### src/rtl/pcm_to_i2s.sv
// I2S transmitter: stereo PCM pairs in over valid/ready, SCK/WS/SD out.
// Standard I2S framing with one delay bit after each WS edge; WS=0 is left.
module pcm_to_i2s #(
    parameter int NUMBER_OF_BITS = 8,
    parameter int SLOT_BITS      = 16,
    parameter int SCK_DIV        = 2
) (
    input  logic                      clk,
    input  logic                      rst_n,
    input  logic                      enable,
    input  logic [NUMBER_OF_BITS-1:0] left_in,
    input  logic [NUMBER_OF_BITS-1:0] right_in,
    input  logic                      sample_valid,
    output logic                      sample_ready,
    output logic                      sck,
    output logic                      ws,
    output logic                      sd,
    output logic                      underrun
);

    localparam int NB  = NUMBER_OF_BITS;
    localparam int BCW = $clog2(SLOT_BITS);
    localparam int DW  = $clog2(SCK_DIV) + 1;

    localparam logic [DW-1:0]  DIV_LAST = DW'(SCK_DIV - 1);
    localparam logic [BCW-1:0] BC_LAST  = BCW'(SLOT_BITS - 1);
    localparam logic [BCW-1:0] BC_DATA  = BCW'(NUMBER_OF_BITS);

    typedef enum logic {
        IDLE = 1'b0,
        RUN  = 1'b1
    } state_t;

    state_t state;
    state_t state_nxt;

    logic [DW-1:0]  div;
    logic [BCW-1:0] bc;
    logic [BCW-1:0] bc_nxt;
    logic           ws_nxt;
    logic           started;
    logic [NB-1:0]  l_sh;
    logic [NB-1:0]  r_sh;
    logic [NB-1:0]  sh_l;
    logic [NB-1:0]  sh_r;
    logic           full;

    logic run_tick;
    logic fall_evt;
    logic bc_wrap;
    logic slot_start;
    logic data_bit;

    assign sample_ready = ~full;

    always_ff @(posedge clk or negedge rst_n) begin
        if (!rst_n) begin
            state <= IDLE;
        end else begin
            state <= state_nxt;
        end
    end

    always_comb begin
        state_nxt = state;
        unique case (state)
            IDLE:    if (enable)  state_nxt = RUN;
            RUN:     if (!enable) state_nxt = IDLE;
            default: state_nxt = IDLE;
        endcase
    end

    // The first fall after entering RUN always opens a left slot at bc=0.
    always_comb begin
        run_tick   = (state == RUN) && enable;
        fall_evt   = run_tick && (div == DIV_LAST) && sck;
        bc_wrap    = (bc == BC_LAST);
        slot_start = fall_evt && (!started || (bc_wrap && ws));
        bc_nxt     = bc + BCW'(1);
        ws_nxt     = ws;
        if (!started) begin
            bc_nxt = '0;
            ws_nxt = 1'b0;
        end else if (bc_wrap) begin
            bc_nxt = '0;
            ws_nxt = ~ws;
        end
        data_bit = (bc_nxt != '0) && (bc_nxt <= BC_DATA);
    end

    always_ff @(posedge clk or negedge rst_n) begin
        if (!rst_n) begin
            sck     <= 1'b0;
            ws      <= 1'b1;
            sd      <= 1'b0;
            div     <= '0;
            bc      <= '0;
            started <= 1'b0;
            l_sh    <= '0;
            r_sh    <= '0;
        end else if (!run_tick) begin
            sck     <= 1'b0;
            ws      <= 1'b1;
            sd      <= 1'b0;
            div     <= '0;
            bc      <= '0;
            started <= 1'b0;
            l_sh    <= '0;
            r_sh    <= '0;
        end else begin
            if (div == DIV_LAST) begin
                div <= '0;
                sck <= ~sck;
            end else begin
                div <= div + DW'(1);
            end
            if (fall_evt) begin
                bc      <= bc_nxt;
                ws      <= ws_nxt;
                started <= 1'b1;
                sd      <= 1'b0;
                if (slot_start) begin
                    l_sh <= full ? sh_l : '0;
                    r_sh <= full ? sh_r : '0;
                end else if (data_bit && !ws_nxt) begin
                    sd   <= l_sh[NB-1];
                    l_sh <= l_sh << 1;
                end else if (data_bit) begin
                    sd   <= r_sh[NB-1];
                    r_sh <= r_sh << 1;
                end
            end
        end
    end

    // An underrun transfer may coincide with an accept; the new pair waits a frame.
    always_ff @(posedge clk or negedge rst_n) begin
        if (!rst_n) begin
            full     <= 1'b0;
            sh_l     <= '0;
            sh_r     <= '0;
            underrun <= 1'b0;
        end else begin
            underrun <= slot_start && !full;
            if (sample_valid && !full) begin
                full <= 1'b1;
                sh_l <= left_in;
                sh_r <= right_in;
            end else if (slot_start) begin
                full <= 1'b0;
            end
        end
    end

endmodule
### config.mk
export PLATFORM = sky130hd
export DESIGN_NAME = pcm_to_i2s
export DESIGN_NICKNAME = d
export VERILOG_FILES = /design/src/rtl/pcm_to_i2s.sv
export SDC_FILE = /design/constraint.sdc
export NUM_CORES = 1
export LEC_CHECK = 0
export CAP_MARGIN = 15
export CORE_MARGIN = 1.5
export CORE_UTILIZATION = 45
export CTS_CLUSTER_SIZE = 20
export DETAILED_ROUTE_END_ITERATION = 12
export PLACE_DENSITY = 0.69
export SLEW_MARGIN = 40
export SYNTH_ARGS = -nofsm -noshare
export SYNTH_HDL_FRONTEND = slang
export SYNTH_SLANG_ARGS = --single-unit
export TNS_END_PERCENT = 10
### constraint.sdc
create_clock -name clk -period 2.3 [get_ports clk]
set_input_delay 0.46 -clock clk [delete_from_list [all_inputs] [get_ports clk]]
set_output_delay 0.46 -clock clk [all_outputs]
set_load 0.02 [all_outputs]
==> results_dict.tcl, run 1 <==
set metrics [dict create \
    hpwlAfterDp_mm 3.145 \
    max_cap_violations 0 \
    cts.path.max_buffers 2 \
    rows 25 \
    grt_setup_unrepaired "false" \
    arrival_ns 2.33 \
    vias 1679 \
    maxClockFrequency_ghz 0.4655 \
    final-instance-count-excl-fill 302 \
    synth_top_area_cell "sky130_fd_sc_hd__dfrtp_1" \
    post_route_antenna_net_violation_count 0 \
    cp-start-kind "register" \
    die_footprint_sq_um 5345 \
    top_ff_cell_synth "sky130_fd_sc_hd__dfrtp_1" \
    yosysUniqueCellTypes 47 \
    areaGrowthSynthToFinish_pct 17.59 \
    fin_crit_period_ns 2.148 \
    top_area_cell_type_share_of_the_netlist_area_pct 49.77 \
    mappedNetlistArea_sq_um 2212 \
    dpl-instance-area_sq_um 2514 \
    synth_edf_count 0 \
    netlist_top_cells_area "sky130_fd_sc_hd__dfrtp_1 (50%), sky130_fd_sc_hd__mux2_2 (5.6%), sky130_fd_sc_hd__a21oi_1 (5.2%)" \
    clk_root_buffer_cell "sky130_fd_sc_hd__clkbuf_8" \
    setup_viol_count_final 0 \
    worst_setup_path_end_kind "register" \
    placedCellCount 294 \
    worstPathMaxFanout 6 \
    yosys_register_bits 45 \
    synth.yosys.seq_area_share_pct 50.96 \
    antenna_found_initial 0 \
    routed_wire_length_per_instance_microns 14.32 \
    worstMarginPinSlew_ns 0.4365 \
    placeableCoreArea_sq_um 4723 \
    status "finished clean" \
    clock-sinks 45 \
    groute.usage.overall_pct 18.10 \
    drc 0 \
    numPortBuffers 24 \
    syn_inst 208 \
    power.leakage_uw 0.001065 \
    drive_above_1_share_pct 17.02 \
    timing.critical_path.required_ns 2.48 \
    total_number_of_yosys_warnings 0 \
    grt_pass1_vias 1576 \
    cts_hold_buf 0 \
    grt_overflow_total 0 \
    die_w_microns 73.11 \
    cts_made_buffers 5 \
    gp_congestion 0.8070 \
    iter_0_drt_violations 106 \
    syn-mean-instance-area_sq_um 10.64 \
    final_sum_of_negative_setup_slack_ns 0 \
    finalHoldWorstSlack_ns 0.01323 \
    die_y_microns 73.11 \
    path_clk_slew_ns 0.08 \
    clock_latency_on_the_worst_skew_pair_ns 0.29 \
    power-per-cell-area_nw_per_um2 565.9 \
    post-route-cell-area_sq_um 2601 \
    final.setup_skew_ns 0.007739 \
    report.final.hold_viol_count 0 \
    fin_nets 256 \
    timing.setup.critical_path_class "reg -> reg" \
    slew-limit-headroom_pct 70.84 \
    detail_route.vias_per_cell 5.560 \
    hold_class "in -> async" \
    synthArstFlopShare_pct 100.0 \
    syn_nets 230 \
    report.final.slew_viol_count 0 \
    floorplan.io_pins 25 \
    drt_wl_total_mm 4.325 \
    htree_levels 2 \
    ir_worst_vdd_mv 0.3589 \
    grt_max_degree 23 \
    drt_pre_antenna_iters 4 \
    diodes_inserted 0 \
    grt_first_pass_wirelength_mm 7.548 \
    cts_tree "done" \
    post-route-period-util_pct 93.40 \
    initial_standard_cell_utilization_of_the_core_pct 46.83 \
]
[area by class of cell]
class	count	area (sq um)
clock buffer	7	76.32
fill	426	2122
timing repair buffer	35	317.8
multi-input combinational	139	958.4
inverter	8	30.03
clock inverter	1	7.507
sequential	45	1127
tap	67	83.83
[synth_stat cells, drive strengths merged (2+ instances only)]
library cell / number
nor3b: 2
dfrtp: 44
ha: 2
nor2: 11
nor2b: 4
o221a: 6
nor3: 3
buf: 7
nand4b: 2
mux2: 11
and3: 2
clkbuf: 9
a21oi: 23
o31ai: 2
nor4: 7
nand4: 2
o21ai: 9
nand2: 21
nand3: 6
inv: 8
o32ai: 7
[per-stage QoR]
stage / utilization, % / total power [uW] / setup slack [ns]
after floorplan: - / 946.1 / 0.04498
after global routing: 55.07 / 1535 / 0.06155
after global placement: 53.22 / 1017 / 0.1079
after CTS: 54.99 / 1487 / 0.06121
after detailed placement: 53.22 / 1023 / 0.06798
final: 55.07 / 1472 / 0.1518
[path summary, 6_finish.rpt]
kind                                         from             endpoint  depth (start not counted)  slack (ns)
worst max-delay path            bc[1]$_DFFE_PN0P_  l_sh[4]$_DFFE_PN0P_                          6        0.15
worst min-delay path                        rst_n  l_sh[1]$_DFFE_PN0P_                          1        0.01
worst max register to register  bc[1]$_DFFE_PN0P_  l_sh[4]$_DFFE_PN0P_                          6        0.15
worst min register to register   div[0]$_DFF_PN0_     div[0]$_DFF_PN0_                          1        0.47
max in group asynchronous                   rst_n       ws$_DFFE_PN1P_                          2        1.72
min in group clk                 div[0]$_DFF_PN0_     div[0]$_DFF_PN0_                          1        0.47
[registers in the layout, summed over array words and instances (netlist names)]
name	flops
l_sh	8
r_sh	8
sh_l	8
sh_r	8
bc	4
div	2
full	1
sck	1
sd	1
started	1
state	1
underrun	1
ws	1
[cells in the final DEF (no fill, tap or decap), types with 3 or more instances in the layout]
master	count
sky130_fd_sc_hd__clkdlybuf4s50_1	23
sky130_fd_sc_hd__clkbuf_8	5
sky130_fd_sc_hd__o221a_1	6
sky130_fd_sc_hd__nor4_1	7
sky130_fd_sc_hd__nor3_1	3
sky130_fd_sc_hd__a21oi_1	23
sky130_fd_sc_hd__dfrtp_1	44
sky130_fd_sc_hd__nand2_1	21
sky130_fd_sc_hd__o32ai_1	7
sky130_fd_sc_hd__mux2_2	11
sky130_fd_sc_hd__buf_4	11
sky130_fd_sc_hd__inv_1	8
sky130_fd_sc_hd__o21ai_0	9
sky130_fd_sc_hd__nor2b_1	4
sky130_fd_sc_hd__nor2_1	10
sky130_fd_sc_hd__nand3_1	5
[power breakdown]
part	total, uW	switching (uW)	internal, uW
logic	141	67.1	73.4
clock network	466	251	215
registers	866	24.9	841
[what timing repair did]
item / 4_1_cts / 5_1_grt
endpoints found under the setup margin: 0 / 6
setup buffers: 0 / 0
endpoints found under the hold margin: 0 / 0
gates resized for setup: 0 / 1
[kinds of logic (layout without fill, tap and decap cells)]
| group | after synthesis | in the layout | share of synthesized area (%) |
|---|---|---|---|
| multiplexers | 11 | 11 | 5.600 |
| AND/OR/NAND/NOR | 69 | 69 | 17.03 |
| XOR/XNOR | 1 | 1 | 0.3960 |
| flip-flops | 45 | 45 | 50.96 |
| adder cells (fa/ha/maj) | 2 | 2 | 1.131 |
| AO/OA/AOI/OAI | 56 | 56 | 18.33 |
| buffers and inverters | 24 | 51 | 6.561 |
[layer usage]
metal	part of all wire, %	wire (microns)	track usage, %
met1	49	2108	26.42
met2	47	2015	27.88
met3	3.8	164	3.867
met4	0.88	38	3.774
met5	0	0	0
[worst max-delay path, cell delays in order, from the launching register on]
cell and delay [ns]:
sky130_fd_sc_hd__dfrtp_1 0.39, sky130_fd_sc_hd__ha_2 0.31, sky130_fd_sc_hd__and4b_1 0.21, sky130_fd_sc_hd__o31ai_4 0.26
sky130_fd_sc_hd__nand3_2 0.10, sky130_fd_sc_hd__or4_4 0.54, sky130_fd_sc_hd__o221a_1 0.25
(Power assumes the default switching activity.)
==> run 2: changes to the inputs <==
--- a/config.mk
+++ b/config.mk
@@ -5,7 +5,7 @@
 export SDC_FILE = /design/constraint.sdc
 export NUM_CORES = 1
 export LEC_CHECK = 0
-export CAP_MARGIN = 15
+export CAP_MARGIN = 20
 export CORE_MARGIN = 1.5
 export CORE_UTILIZATION = 45
 export CTS_CLUSTER_SIZE = 20
==> results of run 2 <==
Same layout as run 1: the final DEF is identical, and so are final timing and power.
